## src/rtl/uart_rx_buffer_if.sv

```systemverilog
// Valid/ready byte stream from the receive buffer to its consumer.
interface uart_rx_buffer_if #(
  parameter int DATA_WIDTH = 8
);
  logic                  m_valid;
  logic [DATA_WIDTH-1:0] m_data;
  logic                  m_ready;

  modport master (output m_valid, output m_data, input m_ready);
  modport slave  (input m_valid, input m_data, output m_ready);
endinterface

```

## src/rtl/uart_rx_buffer.sv

```systemverilog
// Receive-side FIFO behind the UART core: one byte captured per rx_rdy rising
// edge, first-word fall-through stream out, level/overrun/timeout/irq status.
module uart_rx_buffer #(
  parameter int DATA_WIDTH     = 8,
  parameter int DEPTH_LOG2     = 4,
  parameter int THRESHOLD      = 8,
  parameter int TIMEOUT_CYCLES = 1024
) (
  input  logic                  PCLK,
  input  logic                  PRESETN,
  input  logic                  rx_rdy,
  input  logic [DATA_WIDTH-1:0] rx_data,
  input  logic                  flush,
  input  logic                  clr_overrun,
  uart_rx_buffer_if.master      m,
  output logic [DEPTH_LOG2:0]   level,
  output logic                  overrun,
  output logic                  timeout,
  output logic                  irq
);
  localparam int DEPTH  = 1 << DEPTH_LOG2;
  localparam int IDLE_W = $clog2(TIMEOUT_CYCLES) + 1;

  localparam logic [DEPTH_LOG2:0] FULL_LVL = (DEPTH_LOG2 + 1)'(DEPTH);
  localparam logic [DEPTH_LOG2:0] THR_LVL  = (DEPTH_LOG2 + 1)'(THRESHOLD);
  localparam logic [DEPTH_LOG2:0] LVL_ONE  = (DEPTH_LOG2 + 1)'(1);
  localparam logic [DEPTH_LOG2-1:0] PTR_ONE = DEPTH_LOG2'(1);
  localparam logic [IDLE_W-1:0]   IDLE_MAX = IDLE_W'(TIMEOUT_CYCLES);
  localparam logic [IDLE_W-1:0]   IDLE_ONE = IDLE_W'(1);

  logic [DATA_WIDTH-1:0] mem_q [DEPTH];
  logic                  rdy_q;
  logic [DEPTH_LOG2-1:0] wr_ptr_q, wr_ptr_d;
  logic [DEPTH_LOG2-1:0] rd_ptr_q, rd_ptr_d;
  logic [DEPTH_LOG2:0]   level_q, level_d;
  logic                  overrun_q, overrun_d;
  logic [IDLE_W-1:0]     idle_q, idle_d;

  logic push_req_s;
  logic pop_s;
  logic full_s;
  logic do_push_s;
  logic do_pop_s;
  logic drop_s;

  assign push_req_s = rx_rdy & ~rdy_q;
  assign full_s     = (level_q == FULL_LVL);
  assign pop_s      = m.m_valid & m.m_ready;
  // A push at full only fits when a pop frees the head slot in the same cycle.
  assign do_push_s  = ~flush & push_req_s & (~full_s | pop_s);
  assign do_pop_s   = ~flush & pop_s;
  assign drop_s     = ~flush & push_req_s & full_s & ~pop_s;

  // Next-state for pointers, level, overrun and idle counter.
  always_comb begin
    wr_ptr_d  = wr_ptr_q;
    rd_ptr_d  = rd_ptr_q;
    level_d   = level_q;
    overrun_d = overrun_q;
    idle_d    = idle_q;

    if (flush) begin
      wr_ptr_d = '0;
      rd_ptr_d = '0;
      level_d  = '0;
    end else begin
      if (do_push_s) begin
        wr_ptr_d = wr_ptr_q + PTR_ONE;
      end else begin
        wr_ptr_d = wr_ptr_q;
      end
      if (do_pop_s) begin
        rd_ptr_d = rd_ptr_q + PTR_ONE;
      end else begin
        rd_ptr_d = rd_ptr_q;
      end
      if (do_push_s && !do_pop_s) begin
        level_d = level_q + LVL_ONE;
      end else if (do_pop_s && !do_push_s) begin
        level_d = level_q - LVL_ONE;
      end else begin
        level_d = level_q;
      end
    end

    if (drop_s) begin
      overrun_d = 1'b1;
    end else if (clr_overrun) begin
      overrun_d = 1'b0;
    end else begin
      overrun_d = overrun_q;
    end

    if (flush || (level_q == '0) || push_req_s || pop_s) begin
      idle_d = '0;
    end else if (idle_q != IDLE_MAX) begin
      idle_d = idle_q + IDLE_ONE;
    end else begin
      idle_d = idle_q;
    end
  end

  // Control state registers.
  always_ff @(posedge PCLK or negedge PRESETN) begin
    if (!PRESETN) begin
      rdy_q     <= 1'b0;
      wr_ptr_q  <= '0;
      rd_ptr_q  <= '0;
      level_q   <= '0;
      overrun_q <= 1'b0;
      idle_q    <= '0;
    end else begin
      rdy_q     <= rx_rdy;
      wr_ptr_q  <= wr_ptr_d;
      rd_ptr_q  <= rd_ptr_d;
      level_q   <= level_d;
      overrun_q <= overrun_d;
      idle_q    <= idle_d;
    end
  end

  // Storage array; contents need no reset since level gates visibility.
  always_ff @(posedge PCLK) begin
    if (do_push_s) begin
      mem_q[wr_ptr_q] <= rx_data;
    end
  end

  assign m.m_valid = (level_q != '0);
  assign m.m_data  = m.m_valid ? mem_q[rd_ptr_q] : '0;
  assign level     = level_q;
  assign overrun   = overrun_q;
  assign timeout   = (idle_q == IDLE_MAX);
  assign irq       = (level_q >= THR_LVL) | timeout;

endmodule

```

## src/flat_wrapper.sv

```systemverilog
// flat-port wrapper written by rule: the top's interface ports become plain ports
module uart_rx_buffer_flat 
#(
  parameter int DATA_WIDTH     = 8,
  parameter int DEPTH_LOG2     = 4,
  parameter int THRESHOLD      = 8,
  parameter int TIMEOUT_CYCLES = 1024
)
  (PCLK, PRESETN, rx_rdy, rx_data, flush, clr_overrun, level, overrun, timeout, irq, m_m_valid, m_m_data, m_m_ready);
  uart_rx_buffer_if #(.DATA_WIDTH(DATA_WIDTH)) m_i ();
  input  logic PCLK;
  input  logic PRESETN;
  input  logic rx_rdy;
  input  logic [DATA_WIDTH-1:0] rx_data;
  input  logic flush;
  input  logic clr_overrun;
  output logic [DEPTH_LOG2:0] level;
  output logic overrun;
  output logic timeout;
  output logic irq;
  output wire logic [$bits(m_i.m_valid)-1:0] m_m_valid;
  output wire logic [$bits(m_i.m_data)-1:0] m_m_data;
  input wire logic [$bits(m_i.m_ready)-1:0] m_m_ready;
  assign m_m_valid = m_i.m_valid;
  assign m_m_data = m_i.m_data;
  assign m_i.m_ready = m_m_ready;
  uart_rx_buffer #(.DATA_WIDTH(DATA_WIDTH), .DEPTH_LOG2(DEPTH_LOG2), .THRESHOLD(THRESHOLD), .TIMEOUT_CYCLES(TIMEOUT_CYCLES)) u_core (.PCLK(PCLK), .PRESETN(PRESETN), .rx_rdy(rx_rdy), .rx_data(rx_data), .flush(flush), .clr_overrun(clr_overrun), .m(m_i), .level(level), .overrun(overrun), .timeout(timeout), .irq(irq));
endmodule
```

## config.mk

```make
export PLATFORM = sky130hd
export DESIGN_NAME = uart_rx_buffer_flat
export DESIGN_NICKNAME = d
export VERILOG_FILES = /design/src/rtl/uart_rx_buffer_if.sv /design/src/rtl/uart_rx_buffer.sv /design/src/flat_wrapper.sv
export SDC_FILE = /design/constraint.sdc
export NUM_CORES = 1
export LEC_CHECK = 0
export ABC_CLOCK_PERIOD_IN_PS = 3200
export BUFFER_PORTS_ARGS = -buffer_cell sky130_fd_sc_hd__buf_2
export CAP_MARGIN = 0
export CORE_MARGIN = 2
export CORE_UTILIZATION = 45
export DETAILED_ROUTE_END_ITERATION = 10
export GPL_ROUTABILITY_DRIVEN = 0
export SETUP_SLACK_MARGIN = 0.3
export SLEW_MARGIN = 20
export SYNTH_ARGS = -nofsm -noshare
export SYNTH_HDL_FRONTEND = slang
export SYNTH_SLANG_ARGS = --single-unit
```

## constraint.sdc

```tcl
create_clock -name PCLK -period 3.2 [get_ports PCLK]
set_input_delay 0.48 -clock PCLK [delete_from_list [all_inputs] [get_ports PCLK]]
set_output_delay 0.48 -clock PCLK [all_outputs]
set_load 0.005 [all_outputs]
```

Word level (Yosys, flattened, before mapping)
Memories as Yosys holds them, arrays and structs flattened.
Index checks and enable logic that the tools add are counted.
{ "word_totals": {"output_inout_bits": 17, "mem_count": 1, "ff_bits": 26, "word_cells": 57, "ram_bits": 128, "in_bits": 14} }
{ "classes": {"n_eq_ne": 3, "bitwise_logic": 13, "order_cmp": 1, "add_sub_neg": 5, "muxes": 14, "reduce_logical": 14} }
{ "mem_list": {"columns": ["name", "depth", "word_bits", "rd", "rd_ports_with_merged_regs", "wr", "line_no", "text"], "rows": [
  ["u_core.mem_q", 16, 8, 1, 0, 1, "uart_rx_buffer.sv:31", "logic [DATA_WIDTH-1:0] mem_q [DEPTH];"]
]} }
{ "ops": {"columns": ["operator", "n"], "rows": [
  ["11-bit two-way mux", 2],
  ["4-bit two-way mux", 4],
  ["5-bit two-way mux", 3],
  ["11-bit by 1-bit adder with 11-bit output, second input constant", 1],
  ["11-bit == test, second input constant", 1],
  ["11-bit != test, second input constant", 1],
  ["4-bit by 1-bit adder with 4-bit output, second input constant", 2],
  ["8-bit two-way mux", 1],
  ["2-bit nonzero test", 4],
  ["1-bit bitwise AND", 7],
  ["5-bit by 1-bit adder with 5-bit output, second input constant", 1],
  ["5-bit == test, second input constant", 1],
  ["5-bit by 4-bit greater-or-equal comparator with 1-bit output, second input constant", 1],
  ["5-bit zero test", 1],
  ["5-bit nonzero test", 1],
  ["5-bit by 1-bit subtractor with 5-bit output, second input constant", 1],
  ["1-bit two-way mux", 4],
  ["1-bit inverter", 4],
  ["1-bit logical OR", 3],
  ["3-bit nonzero test", 1],
  ["1-bit logical AND", 2],
  ["1-bit zero test", 2],
  ["1-bit bitwise OR", 2]
]} }

Logic depth before layout (Yosys ltp)
Gate-level depths: netlist of the first run.
{ "depth": {"word_depth": 9, "ltp_mapped": 8, "mapped_depth_nobuf": 8} }

Worst setup path after synthesis of the first run
OpenSTA, ideal clock, no wires.
{ "synth_timing": {"path_kind": "register to register", "from": "register u_core.level_q[0], in the netlist u_core.level[0]", "to": "register u_core.level_q[4], in the netlist u_core.level[4]", "path_slack_ps": 526, "t_arrival_ps": 2586, "path_buffers": 0, "setup_time_ps": 88, "required_time_ps": 3112, "period_less_slack_ps": 2674, "stages_incl_launch_ff": 9, "cell_sequence": "dfrtp_1 or4_4 o21a_1 nand2_1 ha_1 a21oi_1 nand2_1 or4_1 a41oi_1"} }
{ "synth_between": {"elab_chain_len": 7, "elab_cells_between_ends": 17, "classes_between": "add/sub (2); eq/ne (1); mux (3); bitwise (5); reduce/logical (6)"} }
{ "synth_rtl": {"columns": ["element", "line_no", "text"], "rows": [
  ["from (decl)", "uart_rx_buffer.sv:35", "logic [DEPTH_LOG2:0] level_q, level_d;"],
  ["from (signal assigned)", "uart_rx_buffer.sv:116", "level_q <= level_d;"],
  ["branches (longest 7 deep; another with 5-bit by 1-bit subtractor with 5-bit output)", null, null]
]} }
Parallel ways; which one is timed is not known. The select of a mux whose other input is x is not followed.
A chain may end at the register's enable or synchronous reset.

Worst setup path in the final report of the first run
Same ends and word-level chain as after synthesis.

==> results of run 1 <==
[cells in the final DEF (no fill, tap or decap), types with 2 or more instances in the layout]
master      netlist  final
o211ai_1          3      3
ha_1             11     11
and2_1           12     12
and4_1            5      5
mux2i_1          20     20
mux4_2           32     32
buf_4             3     10
nor2_1           16     16
clkinvlp_4        0      3
nor3_1            5      5
clkbuf_16         0     17
clkinv_2          0      5
a21oi_1           5      5
or4_4             2      2
nand3_1           8      8
nor2b_1           2      2
nand2_1          14     13
nand2b_1          6      6
o22ai_1           9      9
bufinv_16         0      3
o21a_1            5      4
nand4_1           4      4
xor2_1            9      9
dfrtp_1          26     24
xnor2_1           5      5
buf_2             5     30
o21ai_0           2      2
clkinv_1          0      2
dfrtp_2           0      2
nor4_1            2      2
nor3b_2           2      2
or2_2             2      2
edfxtp_1        128    128
and3_1            2      2
inv_1             7      7
[worst min-delay path by stage]
stage / from / slack [ps] / depth (start not counted) / to
after floorplan: PRESETN / 180 / 0 / u_core.idle_q[0]$_DFFE_PN0P_
after global placement: PRESETN / 520 / 1 / u_core.level[2]$_DFFE_PN0P_
after detailed placement: PRESETN / 520 / 1 / u_core.level[1]$_DFFE_PN0P_
after CTS: PRESETN / 70 / 1 / u_core.level[3]$_DFFE_PN0P_
after global routing: PRESETN / 100 / 1 / u_core.level[2]$_DFFE_PN0P_
final: PRESETN / 60 / 1 / u_core.rd_ptr_q[3]$_DFFE_PN0P_
[power by group through the flow]
stage                     clock, mW  combinational, mW  sequential, mW
final                          1.96               1.48            2.32
after global routing           2.09               1.63            2.33
after CTS                      2.01               1.45            2.33
after detailed placement          0               1.44            2.37
after global placement            0               1.43            2.36
after floorplan                   0               1.06            2.33
[per-layer routing]
layer  routed length [um]  up-vias
met4                  137        0
met5                    0        -
met3                  782       12
met2                 6460       85
met1                 5380     1710
li1                     -     1566
[cells in the mapped netlist, types with 3 or more instances]
| master | instances | area, um^2 |
|---|---|---|
| edfxtp_1 | 128 | 3840 |
| nor3_1 | 5 | 25.0 |
| ha_1 | 11 | 138 |
| nand2b_1 | 6 | 37.5 |
| buf_1 | 3 | 11.3 |
| nand2_1 | 14 | 52.6 |
| nand4_1 | 4 | 25.0 |
| clkbuf_1 | 3 | 11.3 |
| mux4_2 | 32 | 721 |
| xor2_1 | 9 | 78.8 |
| nand3_1 | 8 | 40.0 |
| inv_1 | 7 | 26.3 |
| o22ai_1 | 9 | 56.3 |
| a21oi_1 | 5 | 25.0 |
| buf_4 | 3 | 22.5 |
| buf_2 | 5 | 25.0 |
| mux2i_1 | 20 | 200 |
| nor2_1 | 16 | 60.1 |
| xnor2_1 | 5 | 43.8 |
| and4_1 | 5 | 43.8 |
| and2_1 | 12 | 75.1 |
| dfrtp_1 | 26 | 651 |
| o211ai_1 | 3 | 22.5 |
| o21a_1 | 5 | 37.5 |
[cells by family after synthesis]
family          after synthesis
buf+inv                      21
compound gates               31
mux                          53
xor+xnor                     14
flops                       154
fa+ha+maj                    12
simple gates                 88
[stage by stage]
| stage | setup WS, ps | hold slack [ps] | total power [mW] | cells |
|---|---|---|---|---|
| after global routing | 291 | 102 | 6.04 | 616 |
| after global placement | 418 | 524 | 3.79 | 579 |
| after detailed placement | 322 | 519 | 3.81 | 579 |
| after CTS | 313 | 74.0 | 5.78 | 611 |
| after floorplan | 526 | 184 | 3.39 | 373 |
| final | 423 | 64.8 | 5.76 | 616 |
[sequential cells by signal, summed over array words and instances, names as in the netlist]
register / count
u_core.rd_ptr_q: 4
u_core.rdy_q: 1
u_core.level: 5
u_core.wr_ptr_q: 4
u_core.mem_q: 128
u_core.overrun: 1
u_core.idle_q: 11
[critical path, delay by kind of cell (launching register included)]
family / cells / cell delay [ps]
compound gates: 3 / 710
simple gates: 4 / 1250
flops: 1 / 460
fa+ha+maj: 1 / 280
[what timing repair did]
| item | 4_1_cts | 5_1_grt |
|---|---|---|
| setup endpoints to repair | 0 | 2 |
| buffers inserted | 0 | 5 |
| hold buffers | 0 | 0 |
| gates resized for setup | 0 | 3 |
[final cells by class]
type	instances	area [um^2]	area share, %
Inverter	7	26.3	0.348
Sequential cell	154	4500	59.6
Multi-Input combinational cell	198	1960	26.0
Clock inverter	14	154	2.04
Timing Repair Buffer	41	245	3.25
Tap cell	184	230	3.05
Clock buffer	18	429	5.69
==> reports/qor.yml, run 1 <==
timing:
  rsz0062_at_grt: "true"
  tns_ps: 0
  finalClockSkew_ps: 10.3
  slew_headroom_pct: 53.8
  final_max_slew_viol_count: 0
  period_share_pct: 86.8
  max_freq_ghz: 0.360
  hold_viol: 0
  period_minus_slack_ps: 2780
  worst_slew_pin_slew_ps: 692
  setup_viol: 0
logic_synthesis:
  synth_edf_count: 128
  synthArstFlopShare_pct: 16.9
  netlist_instances: 373
  synth_compound_area_share_pct: 3.44
  synthMuxAreaShare_pct: 14.3
  synth_fa_ha_area_share_pct: 2.41
  yosysSeqAreaShare_pct: 68.7
  syn_nets: 399
  ys_seq_elements: 154
  synthesis.area_um2: 6550
  synth_top_family_by_area: "multiplexers"
  synthSimpleGateAreaFrac_pct: 7.86
  yosysWarnings: 0
  avgSynthCellArea_um2: 17.6
  synthFlopType: "edfxtp_1"
  yosysUniqueCellTypes: 46
  synth-xor-area-share_pct: 1.87
clock_network:
  cts_inserted_buffers: 17
  ctsHtreeMaxLevel: 4
  cts.path.max_buffers: 2
  path_clk_slew_ps: 60
  root_buffer: "clkbuf_16"
  cts_tree: "done"
  clock_latency_ps: 420
  numClockSinks: 154
setup_path:
  cp_slowest_cell: "or4_4"
  r2r_slack_ps: 420
  critPathLaunchType: "flip-flop"
  cp_slowest_stage_delay_ps: 600
  critPathArrivalTime_ps: 3110
  cp-end-kind: "flip-flop"
  path_cells: "or4_4 > o21a_2 > nand2_2 > ha_1 > a21oi_1 > nand2_1 > or4_1 > a41oi_1"
  worst_ep_required_time_ps: 3530
  reg2reg_from: "u_core.level[0]$_DFFE_PN0P_"
  cp_max_fo: 8
  endpoint: "u_core.level[4]$_DFFE_PN0P_"
  criticalPathCategory: "reg -> reg"
  r2r-end: "u_core.level[4]$_DFFE_PN0P_"
  reg2regPathDepth: 8
  crit_start: "u_core.level[0]$_DFFE_PN0P_"
floorplan:
  num_rows: 44
  die_y_um: 125
  die_width_um: 125
  start_util_pct: 45.6
  die_area_um2: 15500
  core-area_um2: 14400
  num_io_pins: 31
global_route:
  grt_pass1_vias: 3560
  grt-ovfl-total: 0
  busiest_layer: "met2"
  grtUsageMet1_pct: 22.2
  antenna_found_initial: 0
  use_met3_pct: 4.64
  grt.total_usage_pct: 17.5
  grt_use_met2_pct: 29.0
  grt_max_degree: 27
  grt_pass1_wl_um: 20000
power_and_ir_drop:
  p_leak_nw: 2.58
  p_per_area_nw_per_um2: 764
  power_switching_mw: 1.57
  p_seq_share_pct: 40.2
  ir_drop_mv: 0.486
  swShare_pct: 27.3
  power_frac_comb_pct: 25.7
  clock_power_share_pct: 34.1
  power.internal_mw: 4.19
final_layout:
  diodes: 0
  area_delta_synth_final_pct: 15.2
  design_area_um2: 7540
  drive_gt1_share_pct: 27.5
  n_fill_cell: 1169
  finish.utilization_pct: 52.5
  final_nets: 445
detailed_routing:
  drtAntennaViolNets: 0
  drtPass1Iterations: 5
  drc_errors: 0
  wl_per_cell_um: 20.7
  vias: 3373
  drtIter0Drc: 211
  vias_per_cell: 5.48
  wirelength_um: 12800
status:
  outcome: "complete, no violations"
placed_design:
  dpl_cell_area_um2: 6920
  portBuffers: 30
  place_hpwl_um: 8160
min_path:
  hold_class: "in -> async"
flow_run:
  max_cap_violations: 0
(Power assumes the default switching activity.)
==> run 2: changes to the inputs <==
CORE_MARGIN = 3   (was 2)
==> run 2 against run 1 <==
Net effect:
- critical path depth is the same
- via count grew 1.8%
- worst setup slack improved by 23 ps
- worst hold slack worse by 7.1 ps
- clock skew down 4.0 ps
- total power is 2.7% lower
- routed wire length is 2.6% lower
- clock-buffer cell count did not move
- largest cell class unchanged
==> reports/qor.yml, run 2 (synthesized netlist as in run 1, its figures left out) <==
setup_path:
  cp_max_fo: 7  # -1
  cp_slowest_cell: "or4_4"
  reg2regPathDepth: 8  # unchanged
  cp_slowest_stage_delay_ps: 580  # -20 ps
  path_cells: "or4_4 > o21a_2 > nand2_2 > ha_1 > a21oi_2 > nand2_1 > or4_1 > a41oi_1"
  r2r-end: "u_core.level[4]$_DFFE_PN0P_"
  critPathLaunchType: "flip-flop"
  cp-end-kind: "flip-flop"
  reg2reg_from: "u_core.level[2]$_DFFE_PN0P_"
  critPathArrivalTime_ps: 3080  # -30 ps
  criticalPathCategory: "reg -> reg"
  worst_ep_required_time_ps: 3530  # about the same
  r2r_slack_ps: 450  # +20 ps
timing:
  rsz0062_at_grt: "false"
  worst_slew_pin_slew_ps: 814  # +122 ps
  setup_viol: 0  # unchanged
  finalClockSkew_ps: 6.37  # -3.97 ps
  max_freq_ghz: 0.363  # +0.83%
  period_minus_slack_ps: 2750  # -22.8 ps
  tns_ps: 0  # unchanged
  period_share_pct: 86.1  # -0.71 points
  final_max_slew_viol_count: 0  # unchanged
  whs_ps: 57.7  # -7.11 ps
  hold_viol: 0  # unchanged
  slew_headroom_pct: 45.7  # -8.1 points
power_and_ir_drop:
  p_total_mw: 5.60  # -2.7%
  p_leak_nw: 2.53  # -1.9%
  p_per_area_nw_per_um2: 748  # -2.0%
  ir_drop_mv: 0.415  # -15%
detailed_routing:
  wl_per_cell_um: 20.4  # -1.5%
  drc_errors: 0  # unchanged
  drtAntennaViolNets: 0  # unchanged
  wirelength_um: 12400  # -2.6%
  vias: 3434  # +1.8%
  drtPass1Iterations: 4  # -1
  vias_per_cell: 5.64  # +3.0%
  drtIter0Drc: 270  # +28%
floorplan:
  num_rows: 43  # -2.3%
  num_io_pins: 31  # unchanged
  die_width_um: 127  # +1.6%
  die_y_um: 127  # +1.6%
  die_area_um2: 16000  # +3.2%
  core-area_um2: 14000  # -2.3%
  start_util_pct: 46.6  # +1.1 points
final_layout:
  final_nets: 442  # -0.67%
  regMostFlops: "u_core.mem_q"
  area_delta_synth_final_pct: 14.4
  final_common_cell: "edfxtp_1"
  largest_reg_flops: 128  # unchanged
  diodes: 0  # unchanged
  final_cell_mix: "edfxtp_1, mux4_2, buf_2"
  drive_gt1_share_pct: 27.3  # -0.27 points
flow_run:
  max_cap_violations: 0  # unchanged
global_route:
  grt_pass1_vias: 3612  # +1.5%
  grt_max_degree: 31  # +15%
  antenna_found_initial: 0  # unchanged
  grt.total_usage_pct: 16.8  # -0.73 points
  grt-ovfl-total: 0  # unchanged
  grt_pass1_wl_um: 20000  # -0.17%
placed_design:
  portBuffers: 30  # unchanged
  place_hpwl_um: 7860  # -3.7%
clock_network:
  clock_latency_ps: 420  # about the same
  cts_inserted_buffers: 17  # unchanged
  cts_tree: "done"
  path_clk_slew_ps: 60  # about the same
  numClockSinks: 154  # unchanged
  cts.path.max_buffers: 2  # unchanged
  ctsHtreeMaxLevel: 4  # unchanged
  cts-hold-fix-buffers: 0  # unchanged
  root_buffer: "clkbuf_16"
min_path:
  hold_class: "in -> async"
status:
  outcome: "complete, no violations"
run 2: cell types whose count changed in the layout (fill, tap and decap cells not counted), sizes merged:
| cell | change |
|---|---|
| clkbuf | +1 |
| clkinv | -3 |
| bufinv | -3 |
| clkinvlp | +3 |
| inv | +3 |
| buf | -4 |
run 2: layer usage:
metal | up-vias | routed length (um) | global-route usage (%)
met3 | 18 | 700 | 4.88
met5 | - | 0 | 0
li1 | 1565 | - | -
met4 | 0 | 213 | 5.93
met1 | 1753 | 5430 | 22.7
met2 | 98 | 6080 | 26.3
run 2: worst max-delay path by stage:
| stage | depth (start not counted) | start | slack (ps) | to |
|---|---|---|---|---|
| final | 8 | u_core.level[2]$_DFFE_PN0P_ | 450 | u_core.level[4]$_DFFE_PN0P_ |
| after global routing | 8 | u_core.level[2]$_DFFE_PN0P_ | 300 | u_core.level[4]$_DFFE_PN0P_ |
| after CTS | 8 | u_core.level[0]$_DFFE_PN0P_ | 320 | u_core.level[4]$_DFFE_PN0P_ |
| after detailed placement | 8 | u_core.level[0]$_DFFE_PN0P_ | 240 | u_core.level[4]$_DFFE_PN0P_ |
| after global placement | 8 | u_core.level[0]$_DFFE_PN0P_ | 380 | u_core.level[4]$_DFFE_PN0P_ |
| after floorplan | 8 | u_core.level[0]$_DFFE_PN0P_ | 530 | u_core.level[4]$_DFFE_PN0P_ |
run 2: stage by stage:
stage	setup WS, ps	utilization [%]	std cells	cell area [um^2]
final	446	53.3	609	7490
after global routing	300	53.3	609	7490
after CTS	319	53.0	606	7440
after detailed placement	241	49.2	574	6920
after global placement	376	49.2	574	6920
after floorplan	526	-	373	6550
run 2: power breakdown:
group          total [mW]  switching (mW)  internal [mW]
logic                1.49           0.747          0.747
clock network        1.78           0.788          0.988
registers            2.33           0.105           2.23
run 2: cell type report:
class                      instances  area (um^2)
multi-input combinational        198         1960
tap                              180          225
clock inverter                    14         96.3
timing repair buffer              38          253
fill                            1118         6550
inverter                           7         26.3
sequential                       154         4500
clock buffer                      18          429
run 2: what timing repair did:
item	4_1_cts	5_1_grt
pin swaps	0	1
setup endpoints to repair	1	3
gates resized for setup	2	3
cloned	0	1
buffers inserted	0	2
hold endpoints to repair	0	0
run 2: worst max-delay path, delay by kind of cell, from the launching register on:
kind / cells / cell delay, ps
AND/OR/NAND/NOR: 4 / 1220
AO/OA/AOI/OAI: 3 / 690
flip-flops: 1 / 460
adder cells (fa/ha/maj): 1 / 290
